===== src/rtl/simplerisc_instr_encoder_if.sv =====
`default_nettype none
// ============================================================================
// Module   : simplerisc_instr_encoder_if
// Brief    : Field-bundle valid/ready stream feeding the SimpleRISC encoder.
// Revision : 1.0  initial release
// ============================================================================
interface simplerisc_instr_encoder_if;
    logic        in_valid;
    logic        in_ready;
    logic        in_last;
    logic [4:0]  in_opcode;
    logic        in_i;
    logic [1:0]  in_mod;
    logic [3:0]  in_rd;
    logic [3:0]  in_rs1;
    logic [3:0]  in_rs2;
    logic [15:0] in_imm;
    logic [26:0] in_offset;

    modport master (
        output in_valid, in_last, in_opcode, in_i, in_mod,
               in_rd, in_rs1, in_rs2, in_imm, in_offset,
        input  in_ready
    );

    modport slave (
        input  in_valid, in_last, in_opcode, in_i, in_mod,
               in_rd, in_rs1, in_rs2, in_imm, in_offset,
        output in_ready
    );
endinterface
`default_nettype wire


===== src/rtl/simplerisc_instr_encoder.sv =====
`default_nettype none
// ============================================================================
// Module   : simplerisc_instr_encoder
// Brief    : Packs instruction field bundles into 32-bit SimpleRISC words and
//            writes them to instruction memory at sequential word addresses.
//            Define ENC_ABS_TARGET_EN to treat branch offsets as absolute targets.
// Revision : 1.0  initial release
// ============================================================================
module simplerisc_instr_encoder #(
    parameter int ADDR_W    = 8,
    parameter int DEPTH     = 256,
    parameter int BASE_ADDR = 0
) (
    input  logic                      clk,
    input  logic                      reset,
    input  logic                      start,
    simplerisc_instr_encoder_if.slave in_if,
    output logic                      imem_we,
    output logic [ADDR_W-1:0]         imem_addr,
    output logic [31:0]               imem_wdata,
    output logic                      busy,
    output logic                      done,
    output logic                      err_illegal,
    output logic                      err_full,
    output logic [ADDR_W:0]           count
);

    localparam logic [1:0]      c_ST_IDLE  = 2'd0;
    localparam logic [1:0]      c_ST_LOAD  = 2'd1;
    localparam logic [1:0]      c_ST_WRITE = 2'd2;
    localparam logic [1:0]      c_ST_DONE  = 2'd3;
    localparam logic [ADDR_W:0] c_DEPTH    = (ADDR_W+1)'(DEPTH);

    logic [1:0]        r_state;
    logic [1:0]        w_next;
    logic [ADDR_W:0]   r_ptr;
    logic [ADDR_W-1:0] r_addr;
    logic [31:0]       r_wdata;
    logic              r_last;
    logic              r_err_illegal;
    logic              r_err_full;

    logic              w_in_ready;
    logic              w_we;
    logic              w_busy;
    logic              w_done;
    logic              w_accept;
    logic              w_legal;
    logic [31:0]       w_enc;
    logic [3:0]        w_rd;
    logic [3:0]        w_rs1;
    logic [26:0]       w_off;
    logic [ADDR_W-1:0] w_addr;
    logic [ADDR_W:0]   w_ptr_inc;

    assign w_addr    = ADDR_W'(BASE_ADDR) + r_ptr[ADDR_W-1:0];
    assign w_ptr_inc = r_ptr + 1'b1;
    assign w_accept  = in_if.in_valid & w_in_ready;

    // The address is the one this word will be written to, so relative
    // branch offsets are computed against the word's own location.
`ifdef ENC_ABS_TARGET_EN
    assign w_off = in_if.in_offset - 27'(w_addr);
`else
    assign w_off = in_if.in_offset;
`endif

    always_comb begin
        w_rd    = (in_if.in_opcode == 5'b00101) ? 4'd0 : in_if.in_rd;
        w_rs1   = ((in_if.in_opcode == 5'b01000) || (in_if.in_opcode == 5'b01001))
                  ? 4'd0 : in_if.in_rs1;
        w_legal = 1'b1;
        w_enc   = 32'd0;
        if ((in_if.in_opcode == 5'b01101) || (in_if.in_opcode == 5'b10100)) begin
            w_enc = {in_if.in_opcode, 27'd0};
        end else if ((in_if.in_opcode <= 5'b01100) || (in_if.in_opcode == 5'b01110) ||
                     (in_if.in_opcode == 5'b01111)) begin
            w_enc = {in_if.in_opcode, in_if.in_i, w_rd, w_rs1,
                     in_if.in_i ? {in_if.in_mod, in_if.in_imm} : {in_if.in_rs2, 14'd0}};
        end else if ((in_if.in_opcode >= 5'b10000) && (in_if.in_opcode <= 5'b10011)) begin
            w_enc = {in_if.in_opcode, w_off};
        end else begin
            w_legal = 1'b0;
        end
    end

    always_ff @(posedge clk) begin
        if (reset) begin
            r_state <= c_ST_IDLE;
        end else begin
            r_state <= w_next;
        end
    end

    always_comb begin
        w_next = r_state;
        case (r_state)
            c_ST_IDLE: begin
                if (start) begin
                    w_next = c_ST_LOAD;
                end
            end
            c_ST_LOAD: begin
                if (w_accept) begin
                    if (w_legal) begin
                        w_next = c_ST_WRITE;
                    end else if (in_if.in_last) begin
                        w_next = c_ST_DONE;
                    end
                end
            end
            c_ST_WRITE: begin
                if (r_last || (w_ptr_inc == c_DEPTH)) begin
                    w_next = c_ST_DONE;
                end else begin
                    w_next = c_ST_LOAD;
                end
            end
            default: begin
                w_next = c_ST_IDLE;
            end
        endcase
    end

    always_comb begin
        w_in_ready = 1'b0;
        w_we       = 1'b0;
        w_busy     = 1'b1;
        w_done     = 1'b0;
        case (r_state)
            c_ST_IDLE:  w_busy     = 1'b0;
            c_ST_LOAD:  w_in_ready = 1'b1;
            c_ST_WRITE: w_we       = 1'b1;
            default:    w_done     = 1'b1;
        endcase
    end

    // Address and data are captured at accept so they stay put through the
    // write strobe and afterwards, even though the pointer moves on.
    always_ff @(posedge clk) begin
        if (reset) begin
            r_ptr         <= '0;
            r_addr        <= '0;
            r_wdata       <= '0;
            r_last        <= 1'b0;
            r_err_illegal <= 1'b0;
            r_err_full    <= 1'b0;
        end else begin
            case (r_state)
                c_ST_IDLE: begin
                    if (start) begin
                        r_ptr         <= '0;
                        r_err_illegal <= 1'b0;
                        r_err_full    <= 1'b0;
                    end
                end
                c_ST_LOAD: begin
                    if (w_accept) begin
                        if (w_legal) begin
                            r_wdata <= w_enc;
                            r_addr  <= w_addr;
                            r_last  <= in_if.in_last;
                        end else begin
                            r_err_illegal <= 1'b1;
                        end
                    end
                end
                c_ST_WRITE: begin
                    r_ptr <= w_ptr_inc;
                    if (!r_last && (w_ptr_inc == c_DEPTH)) begin
                        r_err_full <= 1'b1;
                    end
                end
                default: begin
                end
            endcase
        end
    end

    assign in_if.in_ready = w_in_ready;
    assign imem_we        = w_we;
    assign imem_addr      = r_addr;
    assign imem_wdata     = r_wdata;
    assign busy           = w_busy;
    assign done           = w_done;
    assign err_illegal    = r_err_illegal;
    assign err_full       = r_err_full;
    assign count          = r_ptr;

endmodule
`default_nettype wire

===== src/flat_wrapper.sv =====
// flat-port wrapper written by rule: the top's interface ports become plain ports
module simplerisc_instr_encoder_flat 
#(
    parameter int ADDR_W    = 8,
    parameter int DEPTH     = 256,
    parameter int BASE_ADDR = 0
)
  (clk, reset, start, imem_we, imem_addr, imem_wdata, busy, done, err_illegal, err_full, count, in_if_in_valid, in_if_in_last, in_if_in_opcode, in_if_in_i, in_if_in_mod, in_if_in_rd, in_if_in_rs1, in_if_in_rs2, in_if_in_imm, in_if_in_offset, in_if_in_ready);
  simplerisc_instr_encoder_if in_if_i ();
  input  logic clk;
  input  logic reset;
  input  logic start;
  output logic imem_we;
  output logic [ADDR_W-1:0] imem_addr;
  output logic [31:0] imem_wdata;
  output logic busy;
  output logic done;
  output logic err_illegal;
  output logic err_full;
  output logic [ADDR_W:0] count;
  input wire logic [$bits(in_if_i.in_valid)-1:0] in_if_in_valid;
  input wire logic [$bits(in_if_i.in_last)-1:0] in_if_in_last;
  input wire logic [$bits(in_if_i.in_opcode)-1:0] in_if_in_opcode;
  input wire logic [$bits(in_if_i.in_i)-1:0] in_if_in_i;
  input wire logic [$bits(in_if_i.in_mod)-1:0] in_if_in_mod;
  input wire logic [$bits(in_if_i.in_rd)-1:0] in_if_in_rd;
  input wire logic [$bits(in_if_i.in_rs1)-1:0] in_if_in_rs1;
  input wire logic [$bits(in_if_i.in_rs2)-1:0] in_if_in_rs2;
  input wire logic [$bits(in_if_i.in_imm)-1:0] in_if_in_imm;
  input wire logic [$bits(in_if_i.in_offset)-1:0] in_if_in_offset;
  output wire logic [$bits(in_if_i.in_ready)-1:0] in_if_in_ready;
  assign in_if_i.in_valid = in_if_in_valid;
  assign in_if_i.in_last = in_if_in_last;
  assign in_if_i.in_opcode = in_if_in_opcode;
  assign in_if_i.in_i = in_if_in_i;
  assign in_if_i.in_mod = in_if_in_mod;
  assign in_if_i.in_rd = in_if_in_rd;
  assign in_if_i.in_rs1 = in_if_in_rs1;
  assign in_if_i.in_rs2 = in_if_in_rs2;
  assign in_if_i.in_imm = in_if_in_imm;
  assign in_if_i.in_offset = in_if_in_offset;
  assign in_if_in_ready = in_if_i.in_ready;
  simplerisc_instr_encoder #(.ADDR_W(ADDR_W), .DEPTH(DEPTH), .BASE_ADDR(BASE_ADDR)) u_core (.clk(clk), .reset(reset), .start(start), .in_if(in_if_i), .imem_we(imem_we), .imem_addr(imem_addr), .imem_wdata(imem_wdata), .busy(busy), .done(done), .err_illegal(err_illegal), .err_full(err_full), .count(count));
endmodule

===== config.mk =====
export PLATFORM = sky130hd
export DESIGN_NAME = simplerisc_instr_encoder_flat
export DESIGN_NICKNAME = d
export VERILOG_FILES = /design/src/rtl/simplerisc_instr_encoder_if.sv /design/src/rtl/simplerisc_instr_encoder.sv /design/src/flat_wrapper.sv
export SDC_FILE = /design/constraint.sdc
export NUM_CORES = 1
export LEC_CHECK = 0
export CAP_MARGIN = 10
export CORE_UTILIZATION = 43
export DETAILED_ROUTE_END_ITERATION = 16
export PLACE_DENSITY = 0.86
export SLEW_MARGIN = 25
export SYNTH_ARGS = -nofsm -noshare
export SYNTH_HDL_FRONTEND = slang
export SYNTH_SLANG_ARGS = --single-unit

===== constraint.sdc =====
create_clock -name clk -period 3.38 [get_ports clk]
set_input_delay 0.676 -clock clk [delete_from_list [all_inputs] [get_ports clk]]
set_output_delay 0.676 -clock clk [all_outputs]
set_load 0.01 [all_outputs]

* Word level (Yosys, flattened, before mapping)
Cells that the tools add are included.
** Storage, ports and cells
- Input bits :: 68
- Bits in registers :: 54
- Word-level logic and storage cells :: 71
** Cells by class
- Muxes and demuxes :: 27
- Equality and inequality tests :: 15
- Bitwise gates (word level) :: 1
- Reduce and logical (&&, ||, !) cells :: 17
- $add $sub $neg :: 1
- $lt $le $gt $ge :: 3
** Operators with widths (number)
- 32-bit 2-to-1 mux :: 3
- 5-bit by 4-bit == test with 1-bit output (second input constant) :: 5
- 18-bit 2-to-1 mux :: 1
- 9-bit one-hot mux with 2 select lines :: 1
- 1-bit 2-to-1 mux :: 11
- 2-bit 2-to-1 mux :: 5
- 9-bit by 1-bit adder with 9-bit output (second input constant) :: 1
- 9-bit == test (second input constant) :: 1
- 9-bit 2-to-1 mux :: 1
- 3-bit AND reduction :: 3
- 4-bit 2-to-1 mux :: 2
- 2-bit one-hot mux with 3 select lines :: 1
- 5-bit by 3-bit == test with 1-bit output (second input constant) :: 1
- 5-bit == test (second input constant) :: 1
- 5-bit greater-or-equal comparator (second input constant) :: 1
- 5-bit by 4-bit <= comparator with 1-bit output (second input constant) :: 1
- 5-bit <= comparator (second input constant) :: 1
- 1-bit logical OR :: 5
- 2-bit by 1-bit != test with 1-bit output (second input constant) :: 2
- 2-bit != test (second input constant) :: 2
- 1-bit one-hot mux with 2 select lines :: 2
- 4-bit AND reduction :: 1
- 2-bit nonzero test :: 2
- 3-bit by 2-bit != test with 1-bit output (second input constant) :: 1
- other kinds (8) :: 9

* Longest topological paths before layout
- Depth after elaboration :: 8
- Mapped depth :: 8
- Gate-level depth less buffers :: 5

* Worst setup path after synthesis
No wires, ideal clock.
- Path kind :: input port to flip-flop
- From :: input port in_if_in_opcode[3]
- To :: register u_core.r_wdata[10] (netlist: u_core.imem_wdata[10])
- Data arrival time :: 1809 ps
- Stages on the path :: 6
- Slack :: 1512 ps
- Data required time :: 3321 ps
- Path through :: buf_4 -> o21ai_2 -> o21ai_2 -> a211oi_4 -> buf_6 -> a22o_1
** On the way
- Cells in the longest elaborated chain, start to end :: 6
- Elaborated cells between the ends (all ways) :: 18
- Those cells by class :: 3 x order compare; 4 x eq/ne; 6 x mux; 5 x reduce/logical
** Ends and longest elaborated chain
- start, declared :: line flat_wrapper.sv:23 : input wire logic [$bits(in_if_i.in_opcode)-1:0] in_if_in_opcode;
- 5-bit greater-or-equal comparator, or another cell as far along :: line simplerisc_instr_encoder.sv:80 : end else if ((in_if.in_opcode >= 5'b10000) && (in_if.in_opcode <= 5'b10011)) begin
- 1-bit logical AND or 1-bit logical OR (tied branches) :: line simplerisc_instr_encoder.sv:80, simplerisc_instr_encoder.sv:76
- 1-bit 2-to-1 mux or 1-bit logical OR (tied branches) :: line simplerisc_instr_encoder.sv:80, simplerisc_instr_encoder.sv:76
- 1-bit 2-to-1 mux :: line simplerisc_instr_encoder.sv:76 : end else if ((in_if.in_opcode <= 5'b01100) || (in_if.in_opcode == 5'b01110) ||
- 1-bit 2-to-1 mux :: line simplerisc_instr_encoder.sv:74 : if ((in_if.in_opcode == 5'b01101) || (in_if.in_opcode == 5'b10100)) begin
- 3-bit AND reduction (no line)
- end signal, assigned :: line simplerisc_instr_encoder.sv:160 : r_wdata <= w_enc;
- end, declared :: line simplerisc_instr_encoder.sv:38 : logic [31:0] r_wdata;
Several ways; a longest one is shown, not always the timed one.
A chain may end at the register's enable or synchronous reset.

* Final worst setup path
- From :: input port in_if_in_opcode[3]
- To :: register u_core.r_wdata[14] (netlist: u_core.imem_wdata[14])
Same word-level chain as after synthesis.

==> summary.md <==
| Metric | Value |
|---|---|
| Status | complete, no violations |
| R2R depth | 4 |
| Crit path arrival time | 2740 ps |
| Sequential fraction of the synthesis area | 0.435 |
| Area delta synth->final | 53.2% |
| Ys async rst share | 0 |
| CTS Hold Bufs | 0 |
| Final HPWL DP | 5310 µm |
| Rows | 27 |
| CTS tree | yes |
| Syn_area_per_cell | 9.14 µm² |
| Worst hold stages | 2 |
| PortBufs | 122 |
| Setup WS post-layout | 886 ps |
| Htree depth | 2 |
| Non-filler cells, final | 458 |
| Area taken by multi-input logic gates | 0.00127 mm² |
| Number of global-route vias before repair | 2370 |
| FF-to-FF Start | u_core.r_state[0]$_SDFFE_PP0P_ |
| I/O pin total | 123 |
| DP Area | 0.00370 mm² |
| Area of the mapped netlist | 0.00249 mm² |
| Post-place setup slack | 493 ps |
| Critical path type | input port to flip-flop |
| Placed cells | 449 |
| Iter 0 DRT Violations | 143 |
| Starting Density | 0.449 |
| Startpoint Class | input port |
| Setup violators final | 0 |
| Seq cells post-synth | 54 |
| Design area | 0.00381 mm² |
| Nets | 454 |
| YS warnings | 0 |
| CTS root buf | clkbuf_8 |
| Flop-to-flop setup slack | 1460 ps |
| Layout cell share with drive strength beyond 1 | 0.0648 |
| Final slew viol count | 0 |
| RSZ-0062 raised after global routing | false |
| Min Clock Period, post-route | 2490 ps |
| Crit. End Element | flip-flop |
| Clk sinks | 54 |
| Critical Path Fanout Max | 19 |
| Max Root-Sink Buffers | 2 |
| Inserted Clock Buffers | 5 |
| CORE AREA | 0.00554 mm² |
| Max_slew headroom | 0.477 |
| PwrDens | 329 mW/mm² |
| Routed WL | 7460 µm |
| RR Endpoint | u_core.imem_wdata[14]$_SDFFE_PP0P_ |
| Setup TNS | 0 ps |
| Netlist cell types | 48 |
| Hold WC Path Type | flip-flop to flip-flop |
| Clock Latency Late Sink | 310 ps |
| CP required | 3630 ps |
| Post-synth EDFFs | 0 |
| Die width | 78.0 µm |
| Final period util | 0.738 |
| Setup Buffers After CTS | 0 |
| Die H | 78.0 µm |
| Post-DR vias/cell | 5.51 |
| Inserted Diodes | 0 |
| # fillers | 455 |
| Syn Inst Count | 272 |
| Critical hold path startpoint | u_core.imem_wdata[30]$_SDFFE_PP0P_ |
| Total power | 1.25 mW |
| 1st-pass router iterations | 4 |
| Total die area | 0.00609 mm² |
| First-pass GRT wire length | 11600 µm |
| ANT nets after route | 0 |
| Max-capacitance violation count | 0 |
| Worst Max-Slew Pin Slew | 782 ps |
| WL/cell | 16.3 µm |
| GRT Total Usage | 0.239 |
| Peak supply drop | 0.000216 V |
| GRT overflow | 0 |
| Static leakage | 1.39 nW |
| Clock Skew | 7.03 ps |
| FF/Latch Area | 0.00108 mm² |
| Largest net degree at the start of global routing | 30 |
| Synth Flop Type | dfxtp_1 |
| Commonest non-fill, non-tap cell in the layout | clkdlybuf4s50_1 |
| Fmax | 401 MHz |
| Final hold vios | 0 |
| Initial antenna violation count | 0 |
| Vias | 2525 |
| Commonest non-fill, non-tap cells in the layout | 122 x clkdlybuf4s50_1, 54 x dfxtp_1, 34 x nand2_1, 34 x a22o_1, 21 x nor2_1 |
| CTS resizes | 0 |
| Drc violations | 0 |
| Net Count, Synth | 341 |
| WHS Endpoint | u_core.imem_wdata[30]$_SDFFE_PP0P_ |
| GP Congestion | 0.803 |
| Clock transition at path regs | 100 ps |
-- cell usage after synthesis, drive strengths merged, types with 3 or more instances --
library cell | count | share of area
nand2 | 34 | 0.051
clkbuf | 7 | 0.011
dfxtp | 54 | 0.43
nand2b | 5 | 0.013
nor2 | 22 | 0.034
inv | 4 | 0.0060
nor3 | 12 | 0.029
a22o | 34 | 0.12
buf | 13 | 0.040
o21ai | 13 | 0.031
mux2i | 5 | 0.020
a21oi | 18 | 0.036
o31ai | 4 | 0.012
a221oi | 8 | 0.028
nand3 | 4 | 0.0081
a22oi | 3 | 0.0091
-- layer usage --
layer,share of wire,GRT usage
met1,0.44,0.308
met2,0.48,0.392
met3,0.076,0.0651
met4,0.0094,0.0630
met5,0,0
-- where the power goes --
| part | internal, mW | switching (mW) | leakage [nW] |
|---|---|---|---|
| registers | 0.649 | 0.00938 | 0.436 |
| logic | 0.127 | 0.0943 | 0.906 |
| clock network | 0.150 | 0.225 | 0.0447 |
-- cells by family after synthesis --
family	Yosys count	share of synthesized area
compound gates	92	0.286
fa+ha+maj	1	0.00503
buf+inv	24	0.0569
flops	54	0.435
mux	7	0.0292
simple gates	94	0.188
-- how the worst max path moves through the flow --
stage | depth (start not counted) | slack [ps] | from | end
2_1_floorplan | 6 | 1510 | in_if_in_opcode[3] | u_core.imem_wdata[10]$_SDFFE_PP0P_
3_3_place_gp | 5 | 620 | in_if_in_opcode[3] | u_core.imem_wdata[16]$_SDFFE_PP0P_
3_5_place_dp | 4 | 490 | in_if_in_opcode[4] | u_core.imem_wdata[25]$_SDFFE_PP0P_
4_1_cts | 4 | 850 | in_if_in_opcode[4] | u_core.imem_wdata[25]$_SDFFE_PP0P_
5_1_grt | 5 | 750 | in_if_in_opcode[3] | u_core.imem_wdata[26]$_SDFFE_PP0P_
6_report | 5 | 890 | in_if_in_opcode[3] | u_core.imem_wdata[14]$_SDFFE_PP0P_
-- state kept, by name, summed over array words and instances (netlist names) --
name,flops
u_core.imem_wdata,32
u_core.count,9
u_core.imem_addr,8
u_core.r_state,2
u_core.err_full,1
u_core.err_illegal,1
u_core.r_last,1
-- layout make-up --
| type | instances | area share |
|---|---|---|
| clock inverters | 3 | 0.00657 |
| inverters | 4 | 0.00394 |
| flip-flops and latches | 54 | 0.284 |
| clock buffers | 5 | 0.0181 |
| multi-input cells | 194 | 0.333 |
| well taps | 72 | 0.0237 |
| repair buffers | 126 | 0.330 |
-- critical path, cell delays in order --
cell,delay [ps]
clkdlybuf4s50_1,770
o21ai_2,200
o21a_1,240
nor2_2,590
a22o_1,260
-- stage by stage --
step	utilization	hold WS (ps)
floorplan	-	450
CTS	0.685	465
global route	0.687	482
global placement	0.668	441
detailed placement	0.668	449
finish	0.687	463
Note: power is estimated with default switching activity, not from simulation.
